==> config.mk <==
export PLATFORM = sky130hd
export DESIGN_NAME = ram_scan_engine_flat
export DESIGN_NICKNAME = d
export VERILOG_FILES = /design/src/rtl/ram_scan_pkg.sv /design/src/rtl/ram_scan_if.sv /design/src/rtl/ram_scan_pattern.sv /design/src/rtl/ram_scan_engine.sv /design/src/flat_wrapper.sv
export SDC_FILE = /design/constraint.sdc
export NUM_CORES = 1
export LEC_CHECK = 0
export ABC_AREA = 1
export BUFFER_PORTS_ARGS = -buffer_cell sky130_fd_sc_hd__buf_2
export CORE_MARGIN = 1
export CORE_UTILIZATION = 50
export CTS_BUF_LIST = sky130_fd_sc_hd__clkbuf_8
export CTS_CLUSTER_SIZE = 25
export DETAILED_ROUTE_END_ITERATION = 8
export HOLD_SLACK_MARGIN = 0.05
export PLACE_DENSITY = 0.76
export SLEW_MARGIN = 10
export SYNTH_ARGS = -nofsm -noshare
export SYNTH_HDL_FRONTEND = slang
export SYNTH_HIERARCHICAL = 1
export SYNTH_SLANG_ARGS = --single-unit
==> constraint.sdc <==
create_clock -name clk -period 7.4 [get_ports clk]
set_input_delay 1.11 -clock clk [delete_from_list [all_inputs] [get_ports clk]]
set_output_delay 1.11 -clock clk [all_outputs]
set_load 0.05 [all_outputs]
==> src/rtl/ram_scan_pkg.sv <==
// RAM scan engine shared types.
// Pattern modes, FSM states and checkerboard constants.
package ram_scan_pkg;

  typedef enum logic [1:0] {
    MODE_ADDR_LO  = 2'd0,
    MODE_ADDR_XOR = 2'd1,
    MODE_CHECKER  = 2'd2,
    MODE_MARCH    = 2'd3
  } mode_t;

  typedef enum logic [2:0] {
    S_IDLE   = 3'd0,
    S_WR     = 3'd1,
    S_RD     = 3'd2,
    S_WR_INV = 3'd3,
    S_RD_INV = 3'd4,
    S_FIN    = 3'd5
  } state_t;

  // truncated to the data width at the point of use
  localparam logic [63:0] CHECK_EVEN = {32{2'b01}};
  localparam logic [63:0] CHECK_ODD  = {32{2'b10}};

endpackage

==> src/rtl/ram_scan_if.sv <==
// Memory request bus between the scan engine and the RAM port.
// Request is held until acked; read data is valid in the ack cycle.
interface ram_scan_if #(
  parameter int ADDR_WIDTH = 16,
  parameter int DATA_WIDTH = 8
);
  logic                  mem_req;
  logic                  mem_we;
  logic [ADDR_WIDTH-1:0] mem_addr;
  logic [DATA_WIDTH-1:0] mem_wdata;
  logic                  mem_ack;
  logic [DATA_WIDTH-1:0] mem_rdata;

  modport master (
    output mem_req, mem_we, mem_addr, mem_wdata,
    input  mem_ack, mem_rdata
  );

  modport slave (
    input  mem_req, mem_we, mem_addr, mem_wdata,
    output mem_ack, mem_rdata
  );
endinterface

==> src/rtl/ram_scan_pattern.sv <==
// Combinational test pattern generator.
// Shared by the write data path and the read compare path.
module ram_scan_pattern
  import ram_scan_pkg::*;
#(
  parameter int AW = 16,
  parameter int DW = 8
) (
  input  mode_t         mode,
  input  logic          inv,
  input  logic [AW-1:0] addr,
  output logic [DW-1:0] data
);

  // high byte source: top DW bits, or whatever lies above the low byte
  localparam int SH = (AW >= 2 * DW) ? (AW - DW) : DW;

  logic [DW-1:0] lo;
  logic [DW-1:0] hi;

  always_comb begin
    lo = addr[DW-1:0];
    hi = '0;
    for (int i = 0; i < DW; i++) begin
      if (SH + i < AW) hi[i] = addr[SH+i];
    end
  end

  always_comb begin
    data = lo;
    unique case (mode)
      MODE_ADDR_LO:  data = lo;
      MODE_ADDR_XOR: data = lo ^ hi;
      MODE_CHECKER:  data = addr[0] ? CHECK_ODD[DW-1:0]
                                    : CHECK_EVEN[DW-1:0];
      MODE_MARCH:    data = inv ? ~lo : lo;
      default:       data = lo;
    endcase
  end

endmodule

==> src/rtl/ram_scan_engine.sv <==
// Self-timed RAM fill-and-verify scanner with optional march pass,
// saturating error count and first-failure capture.
module ram_scan_engine
  import ram_scan_pkg::*;
#(
  parameter int ADDR_WIDTH = 16,
  parameter int DATA_WIDTH = 8,
  parameter int ERR_WIDTH  = 8
) (
  input  logic                  clk,
  input  logic                  reset,
  input  logic                  start,
  input  logic [1:0]            mode,
  input  logic                  stop_on_fail,
  input  logic [ADDR_WIDTH-1:0] addr_first,
  input  logic [ADDR_WIDTH-1:0] addr_last,
  ram_scan_if.master            mem,
  output logic                  busy,
  output logic                  done,
  output logic                  pass,
  output logic                  range_err,
  output logic [ERR_WIDTH-1:0]  err_count,
  output logic [ADDR_WIDTH-1:0] fail_addr,
  output logic [DATA_WIDTH-1:0] fail_exp,
  output logic [DATA_WIDTH-1:0] fail_act
);

  state_t                state_q, state_d, next_phase;
  mode_t                 mode_q, mode_d;
  logic                  stop_q, stop_d;
  logic [ADDR_WIDTH-1:0] first_q, first_d;
  logic [ADDR_WIDTH-1:0] last_q, last_d;
  logic [ADDR_WIDTH-1:0] addr_q, addr_d;
  logic [ERR_WIDTH-1:0]  err_q, err_d;
  logic [ADDR_WIDTH-1:0] fa_q, fa_d;
  logic [DATA_WIDTH-1:0] fe_q, fe_d;
  logic [DATA_WIDTH-1:0] fx_q, fx_d;
  logic                  pass_q, pass_d;
  logic                  range_q, range_d;

  logic                  req, rd_phase, inv_phase;
  logic                  access, mismatch;
  logic [DATA_WIDTH-1:0] pat;

  ram_scan_pattern #(
    .AW(ADDR_WIDTH),
    .DW(DATA_WIDTH)
  ) u_pat (
    .mode(mode_q),
    .inv (inv_phase),
    .addr(addr_q),
    .data(pat)
  );

  assign req = (state_q == S_WR) || (state_q == S_RD) ||
               (state_q == S_WR_INV) || (state_q == S_RD_INV);
  assign rd_phase  = (state_q == S_RD) || (state_q == S_RD_INV);
  assign inv_phase = (state_q == S_WR_INV) || (state_q == S_RD_INV);
  assign access    = req && mem.mem_ack;
  assign mismatch  = rd_phase && (mem.mem_rdata != pat);

  assign mem.mem_req   = req;
  assign mem.mem_we    = (state_q == S_WR) || (state_q == S_WR_INV);
  assign mem.mem_addr  = addr_q;
  assign mem.mem_wdata = pat;

  assign busy      = req;
  assign done      = (state_q == S_FIN);
  assign pass      = pass_q;
  assign range_err = range_q;
  assign err_count = err_q;
  assign fail_addr = fa_q;
  assign fail_exp  = fe_q;
  assign fail_act  = fx_q;

  always_comb begin
    next_phase = S_FIN;
    unique case (state_q)
      S_WR:     next_phase = S_RD;
      S_RD:     next_phase = (mode_q == MODE_MARCH) ? S_WR_INV : S_FIN;
      S_WR_INV: next_phase = S_RD_INV;
      default:  next_phase = S_FIN;
    endcase
  end

  always_comb begin
    state_d = state_q;
    mode_d  = mode_q;
    stop_d  = stop_q;
    first_d = first_q;
    last_d  = last_q;
    addr_d  = addr_q;
    err_d   = err_q;
    fa_d    = fa_q;
    fe_d    = fe_q;
    fx_d    = fx_q;
    pass_d  = pass_q;
    range_d = range_q;

    unique case (state_q)
      S_IDLE: begin
        if (start) begin
          mode_d  = mode_t'(mode);
          stop_d  = stop_on_fail;
          first_d = addr_first;
          last_d  = addr_last;
          addr_d  = addr_first;
          err_d   = '0;
          fa_d    = '0;
          fe_d    = '0;
          fx_d    = '0;
          pass_d  = 1'b0;
          range_d = (addr_last < addr_first);
          state_d = range_d ? S_FIN : S_WR;
        end
      end
      S_WR, S_RD, S_WR_INV, S_RD_INV: begin
        if (access) begin
          if (mismatch) begin
            if (err_q == '0) begin
              fa_d = addr_q;
              fe_d = pat;
              fx_d = mem.mem_rdata;
            end
            if (err_q != '1) err_d = err_q + 1'b1;
          end
          // terminate on the last address, never by wrap-around
          if (mismatch && stop_q) begin
            state_d = S_FIN;
          end else if (addr_q == last_q) begin
            addr_d  = first_q;
            state_d = next_phase;
          end else begin
            addr_d = addr_q + 1'b1;
          end
        end
      end
      S_FIN:   state_d = S_IDLE;
      default: state_d = S_IDLE;
    endcase

    if (state_d == S_FIN && state_q != S_FIN) begin
      pass_d = (err_d == '0) && !range_d;
    end
  end

  always_ff @(posedge clk) begin
    if (reset) begin
      state_q <= S_IDLE;
      mode_q  <= MODE_ADDR_LO;
      stop_q  <= 1'b0;
      first_q <= '0;
      last_q  <= '0;
      addr_q  <= '0;
      err_q   <= '0;
      fa_q    <= '0;
      fe_q    <= '0;
      fx_q    <= '0;
      pass_q  <= 1'b0;
      range_q <= 1'b0;
    end else begin
      state_q <= state_d;
      mode_q  <= mode_d;
      stop_q  <= stop_d;
      first_q <= first_d;
      last_q  <= last_d;
      addr_q  <= addr_d;
      err_q   <= err_d;
      fa_q    <= fa_d;
      fe_q    <= fe_d;
      fx_q    <= fx_d;
      pass_q  <= pass_d;
      range_q <= range_d;
    end
  end

endmodule

==> src/flat_wrapper.sv <==
// flat-port wrapper written by rule: the top's interface ports become plain ports
module ram_scan_engine_flat import ram_scan_pkg::*;
#(
  parameter int ADDR_WIDTH = 16,
  parameter int DATA_WIDTH = 8,
  parameter int ERR_WIDTH  = 8
)
  (clk, reset, start, mode, stop_on_fail, addr_first, addr_last, busy, done, pass, range_err, err_count, fail_addr, fail_exp, fail_act, mem_mem_req, mem_mem_we, mem_mem_addr, mem_mem_wdata, mem_mem_ack, mem_mem_rdata);
  ram_scan_if #(.ADDR_WIDTH(ADDR_WIDTH), .DATA_WIDTH(DATA_WIDTH)) mem_i ();
  input  logic clk;
  input  logic reset;
  input  logic start;
  input  logic [1:0] mode;
  input  logic stop_on_fail;
  input  logic [ADDR_WIDTH-1:0] addr_first;
  input  logic [ADDR_WIDTH-1:0] addr_last;
  output logic busy;
  output logic done;
  output logic pass;
  output logic range_err;
  output logic [ERR_WIDTH-1:0] err_count;
  output logic [ADDR_WIDTH-1:0] fail_addr;
  output logic [DATA_WIDTH-1:0] fail_exp;
  output logic [DATA_WIDTH-1:0] fail_act;
  output wire logic [$bits(mem_i.mem_req)-1:0] mem_mem_req;
  output wire logic [$bits(mem_i.mem_we)-1:0] mem_mem_we;
  output wire logic [$bits(mem_i.mem_addr)-1:0] mem_mem_addr;
  output wire logic [$bits(mem_i.mem_wdata)-1:0] mem_mem_wdata;
  input wire logic [$bits(mem_i.mem_ack)-1:0] mem_mem_ack;
  input wire logic [$bits(mem_i.mem_rdata)-1:0] mem_mem_rdata;
  assign mem_mem_req = mem_i.mem_req;
  assign mem_mem_we = mem_i.mem_we;
  assign mem_mem_addr = mem_i.mem_addr;
  assign mem_mem_wdata = mem_i.mem_wdata;
  assign mem_i.mem_ack = mem_mem_ack;
  assign mem_i.mem_rdata = mem_mem_rdata;
  ram_scan_engine #(.ADDR_WIDTH(ADDR_WIDTH), .DATA_WIDTH(DATA_WIDTH), .ERR_WIDTH(ERR_WIDTH)) u_core (.clk(clk), .reset(reset), .start(start), .mode(mode), .stop_on_fail(stop_on_fail), .addr_first(addr_first), .addr_last(addr_last), .mem(mem_i), .busy(busy), .done(done), .pass(pass), .range_err(range_err), .err_count(err_count), .fail_addr(fail_addr), .fail_exp(fail_exp), .fail_act(fail_act));
endmodule
==> flow_metrics.py <==
metrics = {
    "setup_path": {
        "endpoint_kind": "register",
        "required_ps": 7680,
        "start_kind": "register",
        "crit_type": "register to register",
        "arrival_ps": 4370,
        "crit_chain": "inv_1 > nor2_1 > inv_1 > o21ai_0 > inv_2 > nand2_1 > nand3_1 > nand4_1 > inv_1 > nand2_1 > nand2_1 > nand2_1 > inv_1 > nand2_1 > nor2_1 > nor2_2 > nand2_1 > nand2_1 > inv_1 > nor2_1 > nor2_1 > o21ai_0 > inv_1",
        "slowest_delay_ps": 790,
        "critPathTopFamily": "simple AND/OR/NAND/NOR gates",
        "crit_path_top_delay_cell": "o21ai_0",
        "worst-path-buf-inv": 7,
        "crit_top_cell": "nand2_1",
        "critical_path.max_fanout": 23,
    },
    "detailed_routing": {
        "drc": 0,
        "drt-initial-drc-count": 543,
        "dr.pass1.iters": 5,
        "vias": 5883,
        "drtAntennaViolNets": 0,
        "avgViaCountPerCell": 5.334,
        "wl_mm": 15.27,
        "wire_per_inst_um": 13.85,
    },
    "yosys": {
        "ys_async_sr_fraction": 0,
        "synth_area_per_cell_um2": 6.561,
        "yosys_warnings": 6,
        "synth_fa_ha_area_frac": 0.03960,
        "yosys_register_bits": 96,
        "yosys.area.top_type_share": 0.3379,
        "syn-num-nets": 932,
        "synth-compound-area-share": 0.1670,
        "synthMuxAreaShare": 0,
        "yosys-top-cells-area": "dfxtp_1 34%, nand2_1 13%, a21oi_1 8.0%, inv_1 6.4%, nand3_1 6.2%",
        "synthesis.area_um2": 5688,
        "synth_top_family_by_area": "simple AND/OR/NAND/NOR gates",
        "synth-seq-area-share": 0.3379,
        "ys.flop_type": "dfxtp_1",
        "synthSimpleGateAreaFrac": 0.3110,
        "synth_cells": 867,
        "yosysUniqueCellTypes": 37,
        "synth_top_area_cell": "dfxtp_1",
        "synth_edf_count": 0,
        "synth_xor_area_frac": 0.03850,
    },
    "timing": {
        "slew_headroom": 0.2548,
        "max_freq_mhz": 244.5,
        "rsz0062_at_grt": "false",
        "hold_violations": 0,
        "worst_pin_slew_ps": 1117,
        "finClkSkew_ps": 6.589,
        "setup_violations": 0,
        "tns_ps": 0,
        "period_needed_ps": 4090,
        "drv_slew": 0,
        "fin_crit_sh": 0.5527,
    },
    "floorplan": {
        "die_y_um": 108.7,
        "io_pins": 117,
        "initial_utilization": 0.5179,
        "num_rows": 38,
        "die_area_um2": 11810,
        "core_region_area_um2": 10980,
        "die_w_um": 108.7,
    },
    "global_route": {
        "grt_pass1_wl_mm": 24.50,
        "grt_max_degree": 56,
        "grt_overflow": 0,
        "grt_pass1_vias": 5178,
        "antenna_found_initial": 0,
        "grt_usage": 0.2676,
    },
    "clock_network": {
        "htreeDepth": 3,
        "cts_tree": "done",
        "ctsHoldBuffers": 0,
        "clock_path_buffers": 2,
        "clock_latency_ps": 380,
        "post_cts_buffers": 0,
        "root_buffer": "clkbuf_8",
        "cts_made_buffers": 9,
        "clkTransAtPathRegs_ps": 90,
        "cts-resized-gates": 0,
        "cts.sinks": 96,
    },
    "final_layout": {
        "num_antenna_cells": 0,
        "layout.cells.non_filler": 1103,
        "area_growth_pct": 13.84,
        "nets": 1023,
        "drive_above_1_share": 0.1796,
        "fin_util": 0.5895,
    },
    "pwr": {
        "powerDensity_nw_per_um2": 230.3,
        "finalPower_mw": 1.491,
        "leakagePower_nw": 3.201,
        "peakVddDrop_uv": 167.0,
    },
    "placement": {
        "dpl.hpwl_mm": 10.89,
        "io_buffers": 116,
        "dp_cells": 1087,
        "gpl.final_weighted_congestion": 0.8814,
    },
    "run_status": {
        "status": "completed",
    },
    "worst_hold_path": {
        "hold_path_class": "register to register",
    },
    "flow_run": {
        "drv_cap": 0,
    },
}
per-stage QoR:
| stage | hold slack, ps | instance area, um^2 | setup WS (ps) |
|---|---|---|---|
| 6_report | 461.7 | 6475 | 3310 |
| 3_5_place_dp | 448.6 | 6290 | 3394 |
| 2_1_floorplan | 435.3 | 5688 | 3664 |
| 5_1_grt | 480.7 | 6475 | 2790 |
| 3_3_place_gp | 444.9 | 6290 | 3514 |
| 4_1_cts | 461.4 | 6475 | 3379 |
registers in the layout, indices dropped and copies added, names as in the netlist:
signal / cells
u_core/err_count: 8
u_core/fail_act: 8
u_core/fail_addr: 16
u_core/fail_exp: 8
u_core/first_q: 16
u_core/last_q: 16
u_core/mem.mem_addr: 16
u_core/mode_q: 2
u_core/pass: 1
u_core/range_err: 1
u_core/state_q: 3
u_core/stop_q: 1
Yosys cell counts (all sizes together), types with 3 or more instances:
master  instances
nor3            7
inv           108
clkbuf         22
nand3          71
nand4          22
nor4            3
nand2         212
a21oi          91
dfxtp          96
buf            18
xor2           22
o21ai          63
xnor2           3
ha             18
o211ai         12
a221oi          5
nor2           87
cell families after synthesis:
family | Yosys count
simple gates | 403
flops | 96
fa+ha+maj | 18
compound gates | 176
buf+inv | 149
xor+xnor | 25
placed cells by master, fill, tap and decap left out, types with 2 or more instances in the layout:
| master | count |
|---|---|
| o21ai_0 | 62 |
| nand2_2 | 9 |
| buf_4 | 4 |
| dfxtp_1 | 96 |
| nor2_2 | 8 |
| nand4_1 | 22 |
| inv_2 | 10 |
| ha_1 | 18 |
| nand2_1 | 201 |
| nor4_1 | 2 |
| nor3_1 | 6 |
| nor2_1 | 76 |
| nor2_4 | 3 |
| clkbuf_8 | 12 |
| a221oi_1 | 5 |
| nand2_4 | 2 |
| xor2_1 | 22 |
| buf_2 | 116 |
| nand3_1 | 70 |
| inv_1 | 99 |
| a21oi_1 | 91 |
| xnor2_1 | 3 |
| o211ai_1 | 11 |
layout make-up:
cell class	instances	area (um^2)
fillers	1087	4508
multi-input cells	622	3166
flip-flops and latches	96	1922
repair buffers	120	610.6
inverters	109	416.7
well taps	140	175.2
clock buffers	12	165.2
clock inverters	4	20.02
worst paths after layout:
check,slack [ps],cells past startpoint,from,endpoint
worst max-delay path,3310,23,u_core/state_q[0],u_core/mem.mem_addr[0]
worst min-delay path,460,2,u_core/last_q[6],u_core/last_q[6]
worst max register to register,3310,23,u_core/state_q[0],u_core/mem.mem_addr[0]
worst min register to register,460,2,u_core/last_q[6],u_core/last_q[6]
metal layers:
metal | wire, um | vias up | global-route usage | part of all wire
li1 | - | 3009 | - | -
met3 | 1093 | 23 | 0.05499 | 0.072
met4 | 265 | 0 | 0.09170 | 0.017
met2 | 6859 | 221 | 0.4268 | 0.45
met1 | 7054 | 2630 | 0.3587 | 0.46
met5 | 0 | - | 0 | 0
where the power goes:
group / switching (mW) / internal (mW)
clock: 0.182 / 0.147
combinational: 0.387 / 0.142
sequential: 0.0711 / 0.563
worst register-to-register path, stage by stage (launching register included):
cell and delay, ps:
dfxtp_1 420, inv_1 90, nor2_1 160, inv_1 80
o21ai_0 790, inv_2 210, nand2_1 120, nand3_1 80
nand4_1 140, inv_1 60, nand2_1 60, nand2_1 40
nand2_1 70, inv_1 40, nand2_1 50, nor2_1 50
nor2_2 130, nand2_1 70, nand2_1 560, inv_1 390
nor2_1 170, nor2_1 50, o21ai_0 100, inv_1 60
(Power assumes the default switching activity.)
